--- config.mk ---
export PLATFORM = sky130hd
export DESIGN_NAME = ascii_uart_tx
export DESIGN_NICKNAME = d
export VERILOG_FILES = /design/src/rtl/ascii_uart_tx.sv
export SDC_FILE = /design/constraint.sdc
export NUM_CORES = 1
export LEC_CHECK = 0
export BUFFER_PORTS_ARGS = -buffer_cell sky130_fd_sc_hd__clkbuf_2
export CAP_MARGIN = 20
export CELL_PAD_IN_SITES_DETAIL_PLACEMENT = 0
export CELL_PAD_IN_SITES_GLOBAL_PLACEMENT = 1
export CORE_UTILIZATION = 45
export DETAILED_ROUTE_END_ITERATION = 10
export PLACE_DENSITY = 0.88
export SLEW_MARGIN = 20
export SYNTH_ARGS = -nofsm -noshare
export SYNTH_HDL_FRONTEND = slang
export SYNTH_SLANG_ARGS = --single-unit
--- constraint.sdc ---
create_clock -name clk -period 2.8 [get_ports clk]
set_input_delay 0.56 -clock clk [delete_from_list [all_inputs] [get_ports clk]]
set_output_delay 0.56 -clock clk [all_outputs]
set_load 0.02 [all_outputs]
--- src/rtl/ascii_uart_tx.sv ---
// ascii_uart_tx: UART transmitter for ASCII characters, 8N1 (or 8N2), LSB first.
// It accepts one character at a time through a valid/ready handshake, and all
// of its outputs are registered.
module ascii_uart_tx #(
    parameter int CLKS_PER_BIT = 5208,
    parameter int STOP_BITS    = 1
) (
    input  logic       clk,
    input  logic       rst_n,
    input  logic [7:0] ascii_in,
    input  logic       ascii_valid,
    output logic       ascii_ready,
    output logic       tx,
    output logic       busy
);

    localparam int            BW        = (CLKS_PER_BIT > 1) ? $clog2(CLKS_PER_BIT) : 1;
    localparam logic [BW-1:0] BAUD_LAST = BW'(CLKS_PER_BIT - 1);
    localparam logic          STOP_LAST = 1'(STOP_BITS - 1);

    typedef enum logic [1:0] {IDLE, START, DATA, STOP} state_t;

    state_t        state_q, state_d;
    logic [BW-1:0] baud_q, baud_d;
    logic [2:0]    bit_cnt_q, bit_cnt_d;
    logic          stop_cnt_q, stop_cnt_d;
    logic [7:0]    shift_q, shift_d;
    logic          tx_q, tx_d;
    logic          ready_q, ready_d;
    logic          busy_q, busy_d;

    logic bit_end;
    logic accept;

    assign bit_end     = (baud_q == BAUD_LAST);
    assign accept      = ascii_valid && ready_q;
    assign ascii_ready = ready_q;
    assign tx          = tx_q;
    assign busy        = busy_q;

    // State register
    always_ff @(posedge clk or negedge rst_n) begin
        if (!rst_n) begin
            state_q <= IDLE;
        end else begin
            state_q <= state_d;
        end
    end

    // Next-state logic
    always_comb begin
        state_d = state_q;
        case (state_q)
            IDLE:  if (accept) state_d = START;
            START: if (bit_end) state_d = DATA;
            DATA:  if (bit_end && (bit_cnt_q == 3'd7)) state_d = STOP;
            STOP:  if (bit_end && (stop_cnt_q == STOP_LAST)) state_d = IDLE;
            default: state_d = IDLE;
        endcase
    end

    // Datapath and registered-output next values
    always_comb begin
        baud_d     = baud_q;
        bit_cnt_d  = bit_cnt_q;
        stop_cnt_d = stop_cnt_q;
        shift_d    = shift_q;
        tx_d       = tx_q;
        ready_d    = ready_q;
        busy_d     = busy_q;

        if (state_q == IDLE) begin
            baud_d = '0;
        end else if (bit_end) begin
            baud_d = '0;
        end else begin
            baud_d = baud_q + BW'(1);
        end

        case (state_q)
            IDLE: begin
                if (accept) begin
                    shift_d    = ascii_in;
                    bit_cnt_d  = '0;
                    stop_cnt_d = 1'b0;
                    tx_d       = 1'b0;
                    ready_d    = 1'b0;
                    busy_d     = 1'b1;
                end else begin
                    tx_d    = 1'b1;
                    ready_d = 1'b1;
                    busy_d  = 1'b0;
                end
            end
            START: begin
                if (bit_end) tx_d = shift_q[0];
            end
            DATA: begin
                if (bit_end) begin
                    if (bit_cnt_q == 3'd7) begin
                        bit_cnt_d  = '0;
                        stop_cnt_d = 1'b0;
                        tx_d       = 1'b1;
                    end else begin
                        // Shift after each data bit, so the next bit is always at shift_q[1].
                        bit_cnt_d = bit_cnt_q + 3'd1;
                        shift_d   = shift_q >> 1;
                        tx_d      = shift_q[1];
                    end
                end
            end
            STOP: begin
                if (bit_end) begin
                    if (stop_cnt_q == STOP_LAST) begin
                        tx_d    = 1'b1;
                        ready_d = 1'b1;
                        busy_d  = 1'b0;
                    end else begin
                        stop_cnt_d = stop_cnt_q + 1'b1;
                    end
                end
            end
            default: begin
                tx_d = 1'b1;
            end
        endcase
    end

    // Datapath and output registers
    always_ff @(posedge clk or negedge rst_n) begin
        if (!rst_n) begin
            baud_q     <= '0;
            bit_cnt_q  <= '0;
            stop_cnt_q <= 1'b0;
            shift_q    <= '0;
            tx_q       <= 1'b1;
            ready_q    <= 1'b0;
            busy_q     <= 1'b0;
        end else begin
            baud_q     <= baud_d;
            bit_cnt_q  <= bit_cnt_d;
            stop_cnt_q <= stop_cnt_d;
            shift_q    <= shift_d;
            tx_q       <= tx_d;
            ready_q    <= ready_d;
            busy_q     <= busy_d;
        end
    end

endmodule
* After elaboration in Yosys (flattened, before gate mapping)
Cells that the tools add are included.
Operators by class: add/sub/neg operators 3, eq/ne operators 14, multiplexer cells 33, bitwise logic cells 1, reductions and logical operators 13
Operator list (number):
- $mux 13 | 2
- $mux 8 | 3
- $ne 2x2->1 const B | 9
- $pmux 8 s2 | 1
- $mux 1 | 14
- $add 13x1->13 const B | 1
- $eq 13x13->1 const B | 1
- $reduce_and 4->1 | 3
- $mux 3 | 3
- $mux 2 | 4
- $pmux 2 s4 | 1
- $pmux 3 s2 | 1
- $reduce_and 3->1 | 2
- $reduce_and 5->1 | 1
- $eq 2x2->1 const B | 2
- $pmux 1 s2 | 2
- $pmux 1 s4 | 1
- $reduce_bool 2->1 | 2
- $add 3x1->3 const B | 1
- $eq 3x3->1 const B | 1
- $logic_and 1x1->1 | 3
- $pmux 1 s3 | 1
- $reduce_bool 3->1 | 1
- $eq 2x1->1 const B | 1
- other kinds (3) | 3
Storage, ports and cells: flip-flop bits (word level) 30, output and inout port bits 3, word-level logic and storage cells 72

* Logic depth before layout (Yosys ltp)
Gate-level depths: netlist of the first run.
word-level depth 4, depth in mapped cells 8, gate-level depth less buffers 6

* Worst setup path after synthesis of the first run
No wires, ideal clock.
kind flip-flop to flip-flop, from register state_q[0], to register state_q[1], library setup time 0.125 ns, arrival 1.839 ns, slack 0.836 ns, cell stages (with the launch flop) 7, clock period less this slack 1.964 ns, cells stage by stage dfrtp_1 -> inv_1 -> ha_1 -> clkbuf_1 -> or3_1 -> a221oi_2 -> mux2_2
On the way: cells in the longest elaborated chain, start to end 3, elaborated cells on any way between the ends 10
RTL lines:
- start, declared | line 23 | state_t state_q, state_d;
- start signal, assigned | line 46 | state_q <= state_d;
- $eq 2x2->1 (tied with other cells) | line 53 | case (state_q)
- $ne 2x2->1 (no source line)
- $reduce_and 4->1 (no source line)
Several ways; a longest one is shown, not always the timed one. A chain may end at the register's enable or synchronous reset.

* Final worst setup path of the first run
from register state_q[0], to register shift_q[0]
On the way: cells in the longest elaborated chain, start to end 3, elaborated cells on any way between the ends 8
RTL lines:
- $eq 2x2->1 / $logic_not 2->1 (equally long branches) | line 80 | case (state_q)
- $ne 2x2->1 (no source line) / $reduce_bool 2->1 (equally long branches)
- $reduce_and 4->1 (no source line)
- end signal, assigned | line 143 | shift_q <= shift_d;
- end, declared | line 27 | logic [7:0] shift_q, shift_d;
Several ways; a longest one is shown, not always the timed one.

==> results.sh, run 1 <==
export IMPL_outcome="finished, final reports clean"
export IMPL_syn_cell_area_um2=1540
export IMPL_critPathArrivalTime_ns=2.68
export IMPL_grt_max_degree=30
export IMPL_first_iter_violations=59
export IMPL_crit_required_ns=3.02
export IMPL_dp_hpwl_um=2090
export IMPL_die_y_um=60.6
export IMPL_reg2reg_from="state_q[0]"
export IMPL_portBuffers=13
export IMPL_cts_hold_buf=0
export IMPL_crit_path_top_delay_cell="a21oi_1"
export IMPL_die_w_um=60.6
export IMPL_num_vias=1178
export IMPL_avgSynthCellArea_um2=10.3
export IMPL_path_buf_inv=2
export IMPL_crit_family="compound AO/OA/AOI/OAI gates"
export IMPL_clock_skew_ns=0.0101
export IMPL_clk_pin_slew_ns=0.09
export IMPL_clock_latency_ns=0.33
export IMPL_r2r_end="shift_q[0]"
export IMPL_rsz0062_at_grt="false"
export IMPL_setup_tns_ns=0
export IMPL_reg2reg_depth=6
export IMPL_syn2layout_area_growth_pct=9.49
export IMPL_setup_worst_path_class="reg -> reg"
export IMPL_p_leak_nw=0.701
export IMPL_slew_limit_headroom_pct=41.8
export IMPL_tightest_slew_ns=0.874
export IMPL_clockBufferDepth=2
export IMPL_antenna_left=0
export IMPL_cts_htree_levels=2
export IMPL_vias_per_cell=5.64
export IMPL_yosysWarnings=0
export IMPL_grt_pass1_wl_um=5020
export IMPL_ys_ff_latch=29
export IMPL_slew_violations=0
export IMPL_path_max_fanout=15
export IMPL_mostFrequentLayoutCell="dfrtp_1"
export IMPL_grtUsageTotal_pct=19.0
export IMPL_synth_cell_type_count=37
export IMPL_first_global_vias=1105
export IMPL_cts_made_buffers=5
export IMPL_drive_gt1_share_pct=17.0
export IMPL_timing_final_crit_period_ns=2.46
export IMPL_cap_violations=0
export IMPL_power_density_nw_per_um2=401
export IMPL_routedWlPerCell_um=14.1
export IMPL_synth_edf_count=0
export IMPL_design_area_um2=1690
export IMPL_min_period_over_period_pct=87.7
export IMPL_die_area_um2=3670
export IMPL_peakVddDrop_mv=0.262
export IMPL_initial_core_util_pct=48.9
export IMPL_crit_chain="inv_1 -> ha_1 -> inv_1 -> a21oi_1 -> a21oi_1 -> o221a_1"
export IMPL_grt_overflow=0
export IMPL_cp_end_kind="register"
export IMPL_max_stage_delay_ns=0.73
export IMPL_synth_seq_area_share_pct=47.1
export IMPL_synth_cells=150
export IMPL_ios=14
export IMPL_synth_ff_type="dfrtp_1"
export IMPL_antenna_found_initial=0
export IMPL_ff2ff_setup_slack_ns=0.34
export IMPL_clock_sink_count=29
export IMPL_startpoint_type="register"
export IMPL_core_um2=3150
export IMPL_finish_net_count=182
export IMPL_cts_resized=0
export IMPL_setup_viol=0
export IMPL_syn_num_nets=168
export IMPL_route_detailed_drc=0
export IMPL_synthArstFlopShare_pct=100
export IMPL_max_freq_mhz=407
export IMPL_layout_common_cells="28 x dfrtp_1, 18 x nor2_1, 13 x clkbuf_2, 11 x nand3_1, 11 x nand2_1"
export IMPL_rows=20
export IMPL_cts_root_buf="clkbuf_4"
export IMPL_dr_pass1_iters=4
export IMPL_hold_path_class="in -> async"
export IMPL_place_area_um2=1640
export IMPL_routed_wl_um=2940
export IMPL_cts_tree="yes"
export IMPL_diodes=0
export IMPL_cts_setup_buffers=0
export IMPL_gp_congestion=0.822
export IMPL_final_hold_viol_count=0
metal layers:
metal / wire length [µm] / GRT usage (%)
met1: 1380 / 24.9
met2: 1360 / 28.6
met3: 138 / 7.68
met4: 57 / 6.82
met5: 0 / 0
logic make-up (layout without fill, tap and decap cells):
| group | Yosys count | count (layout) | share of synthesized area (%) |
|---|---|---|---|
| AO/OA/AOI/OAI | 24 | 24 | 13.5 |
| XOR/XNOR | 11 | 11 | 6.25 |
| adder cells (fa/ha/maj) | 7 | 7 | 5.68 |
| buffers and inverters | 13 | 28 | 3.57 |
| flip-flops | 29 | 29 | 47.1 |
| multiplexers | 2 | 2 | 1.38 |
| AND/OR/NAND/NOR | 64 | 64 | 22.5 |
final cells by class:
class	instances	area, µm²
fill	308	1460
sequential	29	727
clock buffer	6	41.3
timing repair buffer	14	72.6
clock inverter	2	10.0
inverter	6	22.5
multi-input combinational	108	761
tap	44	55.1
worst max path at each step:
stage | slack [ns] | startpoint | depth (start not counted) | end
after CTS | 0.37 | state_q[0] | 6 | shift_q[2]
after global placement | 0.58 | state_q[0] | 5 | shift_q[5]
final | 0.34 | state_q[0] | 6 | shift_q[0]
after detailed placement | 0.40 | state_q[0] | 5 | shift_q[2]
after floorplan | 0.84 | state_q[0] | 6 | state_q[1]
after global routing | 0.1 | state_q[0] | 6 | shift_q[4]
sequential cells by signal, indices dropped and copies added, names as in the netlist:
register	cells
shift_q	8
bit_cnt_q	3
tx	1
state_q	2
busy	1
baud_q	13
ascii_ready	1
cells in the mapped netlist, drive strengths merged, types with 2 or more instances:
| master | number | share of area (%) |
|---|---|---|
| dfrtp | 28 | 45 |
| nor2 | 18 | 4.4 |
| nand2 | 11 | 2.7 |
| nand3 | 11 | 3.6 |
| xnor2 | 9 | 5.1 |
| or3 | 8 | 3.2 |
| ha | 7 | 5.7 |
| o221a | 7 | 5.1 |
| inv | 6 | 1.5 |
| and3 | 4 | 1.6 |
| buf | 4 | 1.3 |
| a21oi | 3 | 0.97 |
| clkbuf | 3 | 0.81 |
| nor4 | 3 | 1.2 |
| o21ai | 3 | 0.97 |
| a211oi | 2 | 0.97 |
| a221oi | 2 | 1.5 |
| a31o | 2 | 1.1 |
| nor4b | 2 | 2.1 |
| o311ai | 2 | 1.1 |
| xor2 | 2 | 1.1 |
power by group:
group	total [W]	switching [W]	internal, W
combinational	0.0000161	0.0000107	0.00000536
sequential	0.000419	0	0.000419
clock	0.000243	0.000148	0.0000954
per-stage QoR:
| stage | total power [W] | hold WS, ns | instances | worst slack [ns] | utilization, % |
|---|---|---|---|---|---|
| after floorplan | 0.000428 | 0.264 | 150 | 0.837 | - |
| after global placement | 0.000443 | 0.512 | 201 | 0.579 | 51.9 |
| after detailed placement | 0.000444 | 0.512 | 201 | 0.397 | 51.9 |
| after CTS | 0.000681 | 0.289 | 209 | 0.368 | 53.6 |
| after global routing | 0.000713 | 0.311 | 209 | 0.0968 | 53.6 |
| final | 0.000678 | 0.265 | 209 | 0.345 | 53.6 |
No activity file was read; power rests on OpenSTA's default activity.
==> run 2, diff against run 1 <==
CORE_ASPECT_RATIO = 0.5   (was default)
==> run 2 against run 1 <==
Worst setup slack better by 0.080 ns. Register-to-register slack better by 0.08 ns. Wire length up 1.7%. Clock skew decreased by 0.0037 ns. Critical path depth stayed put. Sequential share of layout area shrank 1.5 points. Design area grew 3.6%. Largest cell class unchanged. Non-clock buffer count unchanged.
==> results.sh, run 2 (synthesis gave the netlist of run 1 again) <==
export IMPL_outcome="finished, final reports clean"
export IMPL_crit_chain="inv_1 -> ha_1 -> inv_1 -> a21oi_1 -> a21oi_1 -> o221a_1"
export IMPL_setup_viol=0
export IMPL_power_density_nw_per_um2=507
export IMPL_p_comb_share_pct=1.8
export IMPL_ff2ff_setup_slack_ns=0.43
export IMPL_critPathArrivalTime_ns=2.54
export IMPL_slew_limit_headroom_pct=47.6
export IMPL_largest_register="baud_q"
export IMPL_clock_latency_ns=0.29
export IMPL_routedWlPerCell_um=14.6
export IMPL_grt_overflow=0
export IMPL_first_global_vias=1084
export IMPL_min_period_over_period_pct=84.8
export IMPL_cts_root_buf="clkbuf_8"
export IMPL_routed_wl_um=2990
export IMPL_crit_required_ns=2.97
export IMPL_crit_path_top_delay_cell="a21oi_1"
export IMPL_die_w_um=84.8
export IMPL_drive_gt1_share_pct=17.0
export IMPL_antenna_left=0
export IMPL_die_y_um=43.4
export IMPL_p_int_w=0.000714
export IMPL_ios=14
export IMPL_portBuffers=13
export IMPL_cts_hold_buf=0
export IMPL_peakVddDrop_mv=0.199
export IMPL_clkPwrFrac_pct=50.9
export IMPL_clockBufferDepth=2
export IMPL_diodes=0
export IMPL_first_iter_violations=62
export IMPL_p_leak_nw=0.728
export IMPL_cts_made_buffers=5
export IMPL_clock_skew_ns=0.00640
export IMPL_path_buf_inv=2
export IMPL_reg_largest_list="baud_q (13), shift_q (8), bit_cnt_q (3)"
export IMPL_cts_setup_buffers=0
export IMPL_die_area_um2=3680
export IMPL_cp_end_kind="register"
export IMPL_switching_share_pct=19.5
export IMPL_reg2reg_depth=6
export IMPL_tightest_slew_ns=0.785
export IMPL_clock_sink_count=29
export IMPL_layout_common_cells="28 x dfrtp_1, 18 x nor2_1, 13 x clkbuf_2, 11 x nand3_1, 11 x nand2_1"
export IMPL_final_hold_viol_count=0
export IMPL_dp_hpwl_um=2140
export IMPL_rsz0062_at_grt="false"
export IMPL_num_vias=1146
export IMPL_max_freq_mhz=421
export IMPL_whs_ns=0.316
export IMPL_largest_reg_flops=13
export IMPL_crit_family="compound AO/OA/AOI/OAI gates"
export IMPL_cap_violations=0
export IMPL_antenna_found_initial=0
export IMPL_finish_net_count=182
export IMPL_core_um2=3140
export IMPL_setup_tns_ns=0
export IMPL_startpoint_type="register"
export IMPL_place_inst=197
export IMPL_cts_tree="yes"
export IMPL_path_depth=6
export IMPL_route_detailed_drc=0
export IMPL_initial_core_util_pct=49.2
export IMPL_mostFrequentLayoutCell="dfrtp_1"
export IMPL_dr_pass1_iters=4
export IMPL_cts_resized=0
export IMPL_design_area_um2=1750
export IMPL_place_area_um2=1630
export IMPL_path_max_fanout=15
export IMPL_seqPwrFrac_pct=47.3
export IMPL_rows=14
export IMPL_clk_pin_slew_ns=0.06
export IMPL_timing_final_crit_period_ns=2.37
export IMPL_syn2layout_area_growth_pct=13.4
export IMPL_vias_per_cell=5.59
export IMPL_grt_max_degree=30
export IMPL_gp_congestion=0.792
export IMPL_slew_violations=0
export IMPL_fin_cells=205
export IMPL_max_stage_delay_ns=0.67
export IMPL_setup_worst_path_class="reg -> reg"
export IMPL_switching_power_w=0.000173
export IMPL_hold_path_class="in -> async"
export IMPL_cts_htree_levels=2
export IMPL_grtUsageTotal_pct=19.4
export IMPL_grt_pass1_wl_um=5190
run 2: final cells by class:
type | count | area, µm²
multi-input cells | 108 | 761
inverters | 6 | 22.5
clock inverters | 1 | 30.0
repair buffers | 14 | 72.6
fillers | 263 | 1390
clock buffers | 7 | 86.3
well taps | 40 | 50.0
flip-flops and latches | 29 | 727
run 2: path summary, 6_finish.rpt:
path,start,to
min,rst_n,state_q[0]
max reg2reg,state_q[0],shift_q[1]
max,state_q[0],shift_q[1]
min reg2reg,baud_q[0],baud_q[0]
min in group clk,ascii_valid,ascii_ready
max in group asynchronous,rst_n,shift_q[2]
run 2: routing by layer:
layer  share of wire, %  wire length [µm]  vias up  GRT usage [%]
met5                  0                 0        -              0
met4                1.0                30        0           5.08
met3                4.3               129        5           8.00
met2                 41              1220       19           27.3
met1                 54              1610      547           27.8
li1                   -                 -      575              -
run 2: power groups by stage:
stage          sequential [W]  combinational [W]  clock, W
2_1_floorplan        0.000427         0.00000113         0
3_3_place_gp         0.000427          0.0000167         0
3_5_place_dp         0.000427          0.0000173         0
4_1_cts              0.000419          0.0000172  0.000461
5_1_grt              0.000419          0.0000192  0.000480
6_report             0.000419          0.0000162  0.000451
run 2: stage by stage:
step	power [W]	util (%)	setup WS [ns]
floorplan	0.000428	-	0.837
global placement	0.000443	52.1	0.518
finish	0.000887	55.8	0.425
detailed placement	0.000444	52.1	0.427
CTS	0.000897	55.8	0.427
global route	0.000918	55.8	0.137
